**config.mk**
```make
export PLATFORM = sky130hd
export DESIGN_NAME = aes_key_expander
export DESIGN_NICKNAME = d
export VERILOG_FILES = /design/src/rtl/aes_key_expander.sv
export SDC_FILE = /design/constraint.sdc
export NUM_CORES = 2
export LEC_CHECK = 0
export BUFFER_PORTS_ARGS = -buffer_cell sky130_fd_sc_hd__clkbuf_2
export CORE_ASPECT_RATIO = 0.5
export CORE_UTILIZATION = 60
export DETAILED_ROUTE_END_ITERATION = 6
export PLACE_DENSITY = 0.79
export SLEW_MARGIN = 20
export SYNTH_ARGS = -nofsm -noshare
export SYNTH_HDL_FRONTEND = slang
export SYNTH_HIERARCHICAL = 1
export SYNTH_SLANG_ARGS = --single-unit
```
**constraint.sdc**
```tcl
create_clock -name clk -period 52.2 [get_ports clk]
set_clock_uncertainty 0.1 [all_clocks]
set_input_delay 5.22 -clock clk [delete_from_list [all_inputs] [get_ports clk]]
set_output_delay 5.22 -clock clk [all_outputs]
set_load 0.05 [all_outputs]
```
**src/rtl/aes_key_expander.sv**
```systemverilog
// Iterative AES-128/192/256 key schedule: streams w[0..4(Nr+1)-1] one word per
// cycle over valid/ready, computing each word from an 8-word history window.

module sbox (
  input  logic [7:0] val,
  output logic [7:0] sub
);

  function automatic logic [7:0] gf_xtime(input logic [7:0] a);
    return {a[6:0], 1'b0} ^ (a[7] ? 8'h1b : 8'h00);
  endfunction

  function automatic logic [7:0] gf_mul(input logic [7:0] a, input logic [7:0] b);
    logic [7:0] p;
    logic [7:0] aa;
    logic [7:0] bb;
    p  = 8'h00;
    aa = a;
    bb = b;
    for (int k = 0; k < 8; k++) begin
      if (bb[0]) begin
        p = p ^ aa;
      end else begin
        p = p;
      end
      aa = gf_xtime(aa);
      bb = {1'b0, bb[7:1]};
    end
    return p;
  endfunction

  // Multiplicative inverse as a^254; zero maps to zero naturally.
  function automatic logic [7:0] gf_inv(input logic [7:0] a);
    logic [7:0] sq;
    logic [7:0] r;
    sq = a;
    r  = 8'h01;
    for (int k = 1; k < 8; k++) begin
      sq = gf_mul(sq, sq);
      r  = gf_mul(r, sq);
    end
    return r;
  endfunction

  logic [7:0] inv_s;

  // Inverse followed by the AES affine transform.
  always_comb begin
    inv_s = gf_inv(val);
    sub   = inv_s ^ {inv_s[6:0], inv_s[7]} ^ {inv_s[5:0], inv_s[7:6]}
                  ^ {inv_s[4:0], inv_s[7:5]} ^ {inv_s[3:0], inv_s[7:4]} ^ 8'h63;
  end

endmodule

module aes_key_expander #(
  parameter bit ENABLE_192 = 1'b1,
  parameter bit ENABLE_256 = 1'b1
) (
  input  logic         clk,
  input  logic         reset,
  input  logic         start,
  input  logic [1:0]   mode,
  input  logic [255:0] key_in,
  output logic         start_ready,
  output logic         kw_valid,
  input  logic         kw_ready,
  output logic [31:0]  kw_data,
  output logic [5:0]   kw_index,
  output logic         kw_last,
  output logic         err
);

  typedef enum logic {IDLE = 1'b0, RUN = 1'b1} state_t;

  function automatic logic [7:0] xtime(input logic [7:0] a);
    return {a[6:0], 1'b0} ^ (a[7] ? 8'h1b : 8'h00);
  endfunction

  state_t           state_r, state_s;
  logic [7:0][31:0] win_r, win_s;
  logic [3:0]       nk_r, nk_s;
  logic [5:0]       last_idx_r, last_idx_s;
  logic [2:0]       mod_r, mod_s;
  logic [7:0]       rcon_r, rcon_s;
  logic             kw_valid_s, kw_last_s, err_s;
  logic [31:0]      kw_data_s;
  logic [5:0]       kw_index_s;

  logic             handshake_s, legal_s, wrap_s, past_key_s;
  logic [2:0]       mod_nx_s;
  logic [5:0]       idx_nx_s;
  logic [31:0]      sub_in_s, sub_out_s, temp_s, base_s, word_nx_s;

  // win_r[j] holds w[i-1-j]; before the key has fully streamed out, the key
  // words stand in as w[-Nk..-1], so w[i-Nk] always sits at win_r[Nk-1].
  assign handshake_s = kw_valid & kw_ready;
  assign legal_s     = (mode == 2'd0) || ((mode == 2'd1) && ENABLE_192)
                       || ((mode == 2'd2) && ENABLE_256);
  assign idx_nx_s    = kw_index + 6'd1;
  assign wrap_s      = ({1'b0, mod_r} == (nk_r - 4'd1));
  assign mod_nx_s    = wrap_s ? 3'd0 : (mod_r + 3'd1);
  assign past_key_s  = (idx_nx_s >= {2'b00, nk_r});
  assign sub_in_s    = (mod_nx_s == 3'd0) ? {kw_data[23:0], kw_data[31:24]} : kw_data;
  assign start_ready = (state_r == IDLE);

  sbox u_sbox_b0 (.val(sub_in_s[31:24]), .sub(sub_out_s[31:24]));
  sbox u_sbox_b1 (.val(sub_in_s[23:16]), .sub(sub_out_s[23:16]));
  sbox u_sbox_b2 (.val(sub_in_s[15:8]),  .sub(sub_out_s[15:8]));
  sbox u_sbox_b3 (.val(sub_in_s[7:0]),   .sub(sub_out_s[7:0]));

  // Next expanded word w[i+1] from the current word and the shifted window.
  always_comb begin
    temp_s    = kw_data;
    base_s    = win_r[6];
    word_nx_s = 32'h0;
    if (mod_nx_s == 3'd0) begin
      temp_s = sub_out_s ^ {rcon_r, 24'h000000};
    end else if ((nk_r == 4'd8) && (mod_nx_s == 3'd4)) begin
      temp_s = sub_out_s;
    end else begin
      temp_s = kw_data;
    end
    case (nk_r)
      4'd4:    base_s = win_r[2];
      4'd6:    base_s = win_r[4];
      default: base_s = win_r[6];
    endcase
    if (past_key_s) begin
      word_nx_s = base_s ^ temp_s;
    end else begin
      word_nx_s = base_s;
    end
  end

  // FSM next-state and register next values.
  always_comb begin
    state_s    = state_r;
    win_s      = win_r;
    nk_s       = nk_r;
    last_idx_s = last_idx_r;
    mod_s      = mod_r;
    rcon_s     = rcon_r;
    kw_valid_s = kw_valid;
    kw_data_s  = kw_data;
    kw_index_s = kw_index;
    kw_last_s  = kw_last;
    err_s      = 1'b0;
    case (state_r)
      IDLE: begin
        if (start && legal_s) begin
          state_s    = RUN;
          mod_s      = 3'd0;
          rcon_s     = 8'h01;
          kw_valid_s = 1'b1;
          kw_data_s  = key_in[255:224];
          kw_index_s = 6'd0;
          kw_last_s  = 1'b0;
          case (mode)
            2'd0: begin
              nk_s       = 4'd4;
              last_idx_s = 6'd43;
              win_s      = {128'h0, key_in[255:128]};
            end
            2'd1: begin
              nk_s       = 4'd6;
              last_idx_s = 6'd51;
              win_s      = {64'h0, key_in[255:64]};
            end
            default: begin
              nk_s       = 4'd8;
              last_idx_s = 6'd59;
              win_s      = key_in;
            end
          endcase
        end else if (start) begin
          err_s = 1'b1;
        end else begin
          err_s = 1'b0;
        end
      end
      RUN: begin
        if (handshake_s && kw_last) begin
          state_s    = IDLE;
          kw_valid_s = 1'b0;
          kw_last_s  = 1'b0;
        end else if (handshake_s) begin
          win_s      = {win_r[6:0], kw_data};
          mod_s      = mod_nx_s;
          kw_data_s  = word_nx_s;
          kw_index_s = idx_nx_s;
          kw_last_s  = (idx_nx_s == last_idx_r);
          if (past_key_s && (mod_nx_s == 3'd0)) begin
            rcon_s = xtime(rcon_r);
          end else begin
            rcon_s = rcon_r;
          end
        end else begin
          state_s = RUN;
        end
      end
      default: begin
        state_s    = IDLE;
        kw_valid_s = 1'b0;
      end
    endcase
  end

  // State and output registers.
  always_ff @(posedge clk) begin
    if (reset) begin
      state_r    <= IDLE;
      win_r      <= 256'h0;
      nk_r       <= 4'd4;
      last_idx_r <= 6'd43;
      mod_r      <= 3'd0;
      rcon_r     <= 8'h01;
      kw_valid   <= 1'b0;
      kw_data    <= 32'h0;
      kw_index   <= 6'd0;
      kw_last    <= 1'b0;
      err        <= 1'b0;
    end else begin
      state_r    <= state_s;
      win_r      <= win_s;
      nk_r       <= nk_s;
      last_idx_r <= last_idx_s;
      mod_r      <= mod_s;
      rcon_r     <= rcon_s;
      kw_valid   <= kw_valid_s;
      kw_data    <= kw_data_s;
      kw_index   <= kw_index_s;
      kw_last    <= kw_last_s;
      err        <= err_s;
    end
  end

endmodule

```
==> impl_metrics.json <==
{
  "status": "completed",
  "cp_top_family": "XOR/XNOR gates",
  "synthArstFlopShare_pct": 0,
  "slowest_stage": "xor2_1",
  "num-fill-cells": 11190,
  "antenna_left": 0,
  "drt_wl_total_mm": 230.7,
  "grt_max_degree": 205,
  "final_nets": 10210,
  "crit_buf_inv": 4,
  "hp-class": "flip-flop to flip-flop",
  "yosys_warnings": 6,
  "post-cts-setup-buffers": 0,
  "synth_cell_types": 119,
  "arrival_ns": 21.12,
  "die_h_um": 257.2,
  "post_synth.cell_area_avg_um2": 7.730,
  "setup_tns_ns": 0,
  "drive_above_1_share_pct": 13.14,
  "pin_count": 304,
  "die_w_um": 512.4,
  "numCtsBuffers": 26,
  "worstReg2RegEnd": "kw_data[0]$_SDFFE_PP0P_",
  "clk_pin_slew_worst_paths_ns": 0.07,
  "fmax_mhz": 48.20,
  "port_buffers": 303,
  "final_area_um2": 81520,
  "rows": 93,
  "clk_latency_ns": 0.58,
  "cp.required_ns": 52.58,
  "cp-startpoint": "nk_r[1]$_SDFFE_PP0P_",
  "slew_headroom_pct": 23.02,
  "coreArea_um2": 128900,
  "layout_min_cycle_time_ns": 20.75,
  "synth_top_flop_cell": "dfxtp_1",
  "vias_per_cell": 6.404,
  "final-instance-count-excl-fill": 11640,
  "synth_edf_count": 0,
  "drt_pass1_iterations": 7,
  "rrSetupSlack_ns": 31.45,
  "endpoint_kind": "flip-flop",
  "cap_viol_max_count": 0,
  "cts_resized": 0,
  "antenna_found_initial": 7,
  "placed_area_um2": 80570,
  "worstMarginPinSlew_ns": 1.146,
  "slew_viol_final": 0,
  "synth_seq_area_share_pct": 7.223,
  "hold_violations": 0,
  "wl_per_cell_um": 19.81,
  "placed_cells": 11590,
  "r2r_start": "nk_r[1]$_SDFFE_PP0P_",
  "post-route-period-util_pct": 39.75,
  "grt_remaining_overflow": 0,
  "clock_path_buffers": 3,
  "worstSetupEndpoint": "kw_data[0]$_SDFFE_PP0P_",
  "cts_hold_buf": 0,
  "via_count": 74570,
  "clock-sinks": 282,
  "critPathLaunchType": "flip-flop",
  "gp_congestion": 0.9600,
  "area_growth_pct": 4.303,
  "synth.cell_area_um2": 78150,
  "critical_path.max_stage_delay_ns": 0.88,
  "track_usage_pct": 33.32,
  "crit_top_cell": "nand2_1",
  "grt_pass1_vias": 67920,
  "critPathMaxFanout": 41,
  "ys_ff_latch": 282,
  "rr_worst_depth": 60,
  "crit_cells": 60,
  "grt_pass1_wl_mm": 369.4,
  "rsz0062_at_grt": "no",
  "syn_inst": 10110,
  "die-area_um2": 131800,
  "drcViolationCount": 0,
  "critPathKind": "flip-flop to flip-flop",
  "dpl.hpwl_mm": 163.6,
  "clock_tree.root_cell": "clkbuf_16",
  "htreeDepth": 1,
  "cts_tree": "built",
  "finalSetupViolCount": 0,
  "synth_nets": 10410,
  "drt-initial-drc-count": 8643,
  "initial_core_util_pct": 60.62
}
tightest hold or removal path: cells and delay by family, from the launching register on:
family / cells / cell delay (ns)
AOI/OAI and AO/OA: 1 / 0.05
DFF: 1 / 0.31
and+or+nand+nor: 1 / 0.05
metrics by stage:
step	util (%)	worst slack, ns	hold WS [ns]
6_report	63.23	31.45	0.3459
5_1_grt	63.22	30.02	0.3646
4_1_cts	63.17	31.84	0.3498
3_5_place_dp	62.49	31.91	0.3403
3_3_place_gp	62.48	32.33	0.3355
2_1_floorplan	-	35.25	0.3288
cells in the mapped netlist (43+ instances only):
library cell	n	area share, %
xnor2_1	1406	16
nor2_1	1397	6.7
nand2_1	1184	5.7
a21oi_1	557	3.6
clkbuf_1	458	2.2
o21ai_0	414	2.7
xor2_1	387	4.3
mux2i_1	360	4.6
xnor3_1	356	10
dfxtp_1	282	7.2
o211ai_1	236	2.3
nor3_1	218	1.4
nand3_1	192	1.2
xnor2_2	176	3.7
buf_2	154	0.99
o22ai_1	108	0.86
nand2b_1	100	0.80
a211oi_1	91	0.87
o21ai_1	82	0.53
nor2b_1	81	0.65
a22oi_1	74	0.71
a221o_1	72	0.92
a31oi_1	67	0.54
buf_1	66	0.32
inv_1	64	0.31
nand4_1	59	0.47
and2_1	53	0.42
xor3_1	52	1.6
buf_4	51	0.49
nor4_1	49	0.39
mux2_2	48	0.69
o31ai_1	48	0.46
xor2_2	48	1.0
a22o_1	45	0.50
or3_1	45	0.36
xnor2_4	44	1.5
xnor3_2	44	1.3
buf_6	43	0.62
cell type report:
| cell class | instances | area, um^2 | area share, % |
|---|---|---|---|
| Multi-Input combinational cell | 8955 | 69090 | 84.76 |
| Tap cell | 1710 | 2140 | 2.625 |
| Sequential cell | 282 | 5649 | 6.930 |
| Inverter | 101 | 379.1 | 0.4651 |
| Antenna cell | 3 | 7.507 | 0.009209 |
| Timing Repair Buffer | 546 | 3379 | 4.146 |
| Clock buffer | 33 | 738.2 | 0.9056 |
| Clock inverter | 14 | 133.9 | 0.1642 |
placed cells by master, fill, tap and decap left out, types with 49 or more instances in the layout:
cell      netlist  final
xnor2_2       176    231
xor3_1         52     52
nor4_1         49     49
a22oi_1        74     74
a31oi_1        67     67
a211oi_1       91     91
and2_1         53     53
xor2_2         48     55
clkbuf_2        0    300
buf_4          51    242
nor3_1        218    218
o211ai_1      236    236
nand4_1        59     59
xor2_1        387    379
o21ai_0       414    414
xnor3_1       356    356
nand2_1      1184   1183
inv_1          64     64
a221o_1        72     72
mux2i_1       360    360
o21ai_1        82     82
dfxtp_1       282    281
nor2b_1        81     78
nor2_1       1397   1390
xnor2_1      1406   1351
nand2b_1      100    100
nand3_1       192    191
a21oi_1       557    557
o22ai_1       108    108
logic make-up (layout without fill, tap and decap cells):
logic type | Yosys count | count (layout) | share of synthesized area [%]
simple gates | 3621 | 3621 | 20.54
xor+xnor | 2537 | 2537 | 40.30
compound gates | 2335 | 2335 | 20.58
buf+inv | 873 | 694 | 5.097
mux | 420 | 420 | 5.591
flops | 282 | 282 | 7.223
fa+ha+maj | 42 | 42 | 0.6596
other cells | 0 | 3 | 0
state kept, by name (all words and copies together) (netlist names):
register / count
err: 1
kw_index: 6
kw_valid: 1
rcon_r: 8
mod_r: 3
last_idx_r: 2
nk_r: 3
state_r: 1
kw_data: 32
win_r: 224
kw_last: 1
metal layers:
layer / up-vias / share of wire, % / wire (um) / global-route usage (%)
li1: 35060 / - / - / -
met1: 35080 / 42 / 97660 / 46.74
met2: 3905 / 45 / 103800 / 53.08
met3: 513 / 9.7 / 22430 / 4.648
met4: 12 / 2.9 / 6700 / 9.609
met5: - / 0.030 / 69 / 0
how the worst min path moves through the flow:
stage / from / to / slack (ns) / cells after the start
after floorplan: win_r[160]$_SDFFE_PP0P_ / win_r[160]$_SDFFE_PP0P_ / 0.33 / 2
after global placement: win_r[164]$_SDFFE_PP0P_ / win_r[164]$_SDFFE_PP0P_ / 0.34 / 2
after detailed placement: win_r[166]$_SDFFE_PP0P_ / win_r[166]$_SDFFE_PP0P_ / 0.34 / 2
after CTS: win_r[166]$_SDFFE_PP0P_ / win_r[166]$_SDFFE_PP0P_ / 0.35 / 2
after global routing: win_r[181]$_SDFFE_PP0P_ / win_r[181]$_SDFFE_PP0P_ / 0.36 / 2
final: win_r[182]$_SDFFE_PP0P_ / win_r[182]$_SDFFE_PP0P_ / 0.35 / 2
Power is left out: the tool's default activity adds up to more than one toggle a clock period on the data nets, which glitch-free logic cannot reach.
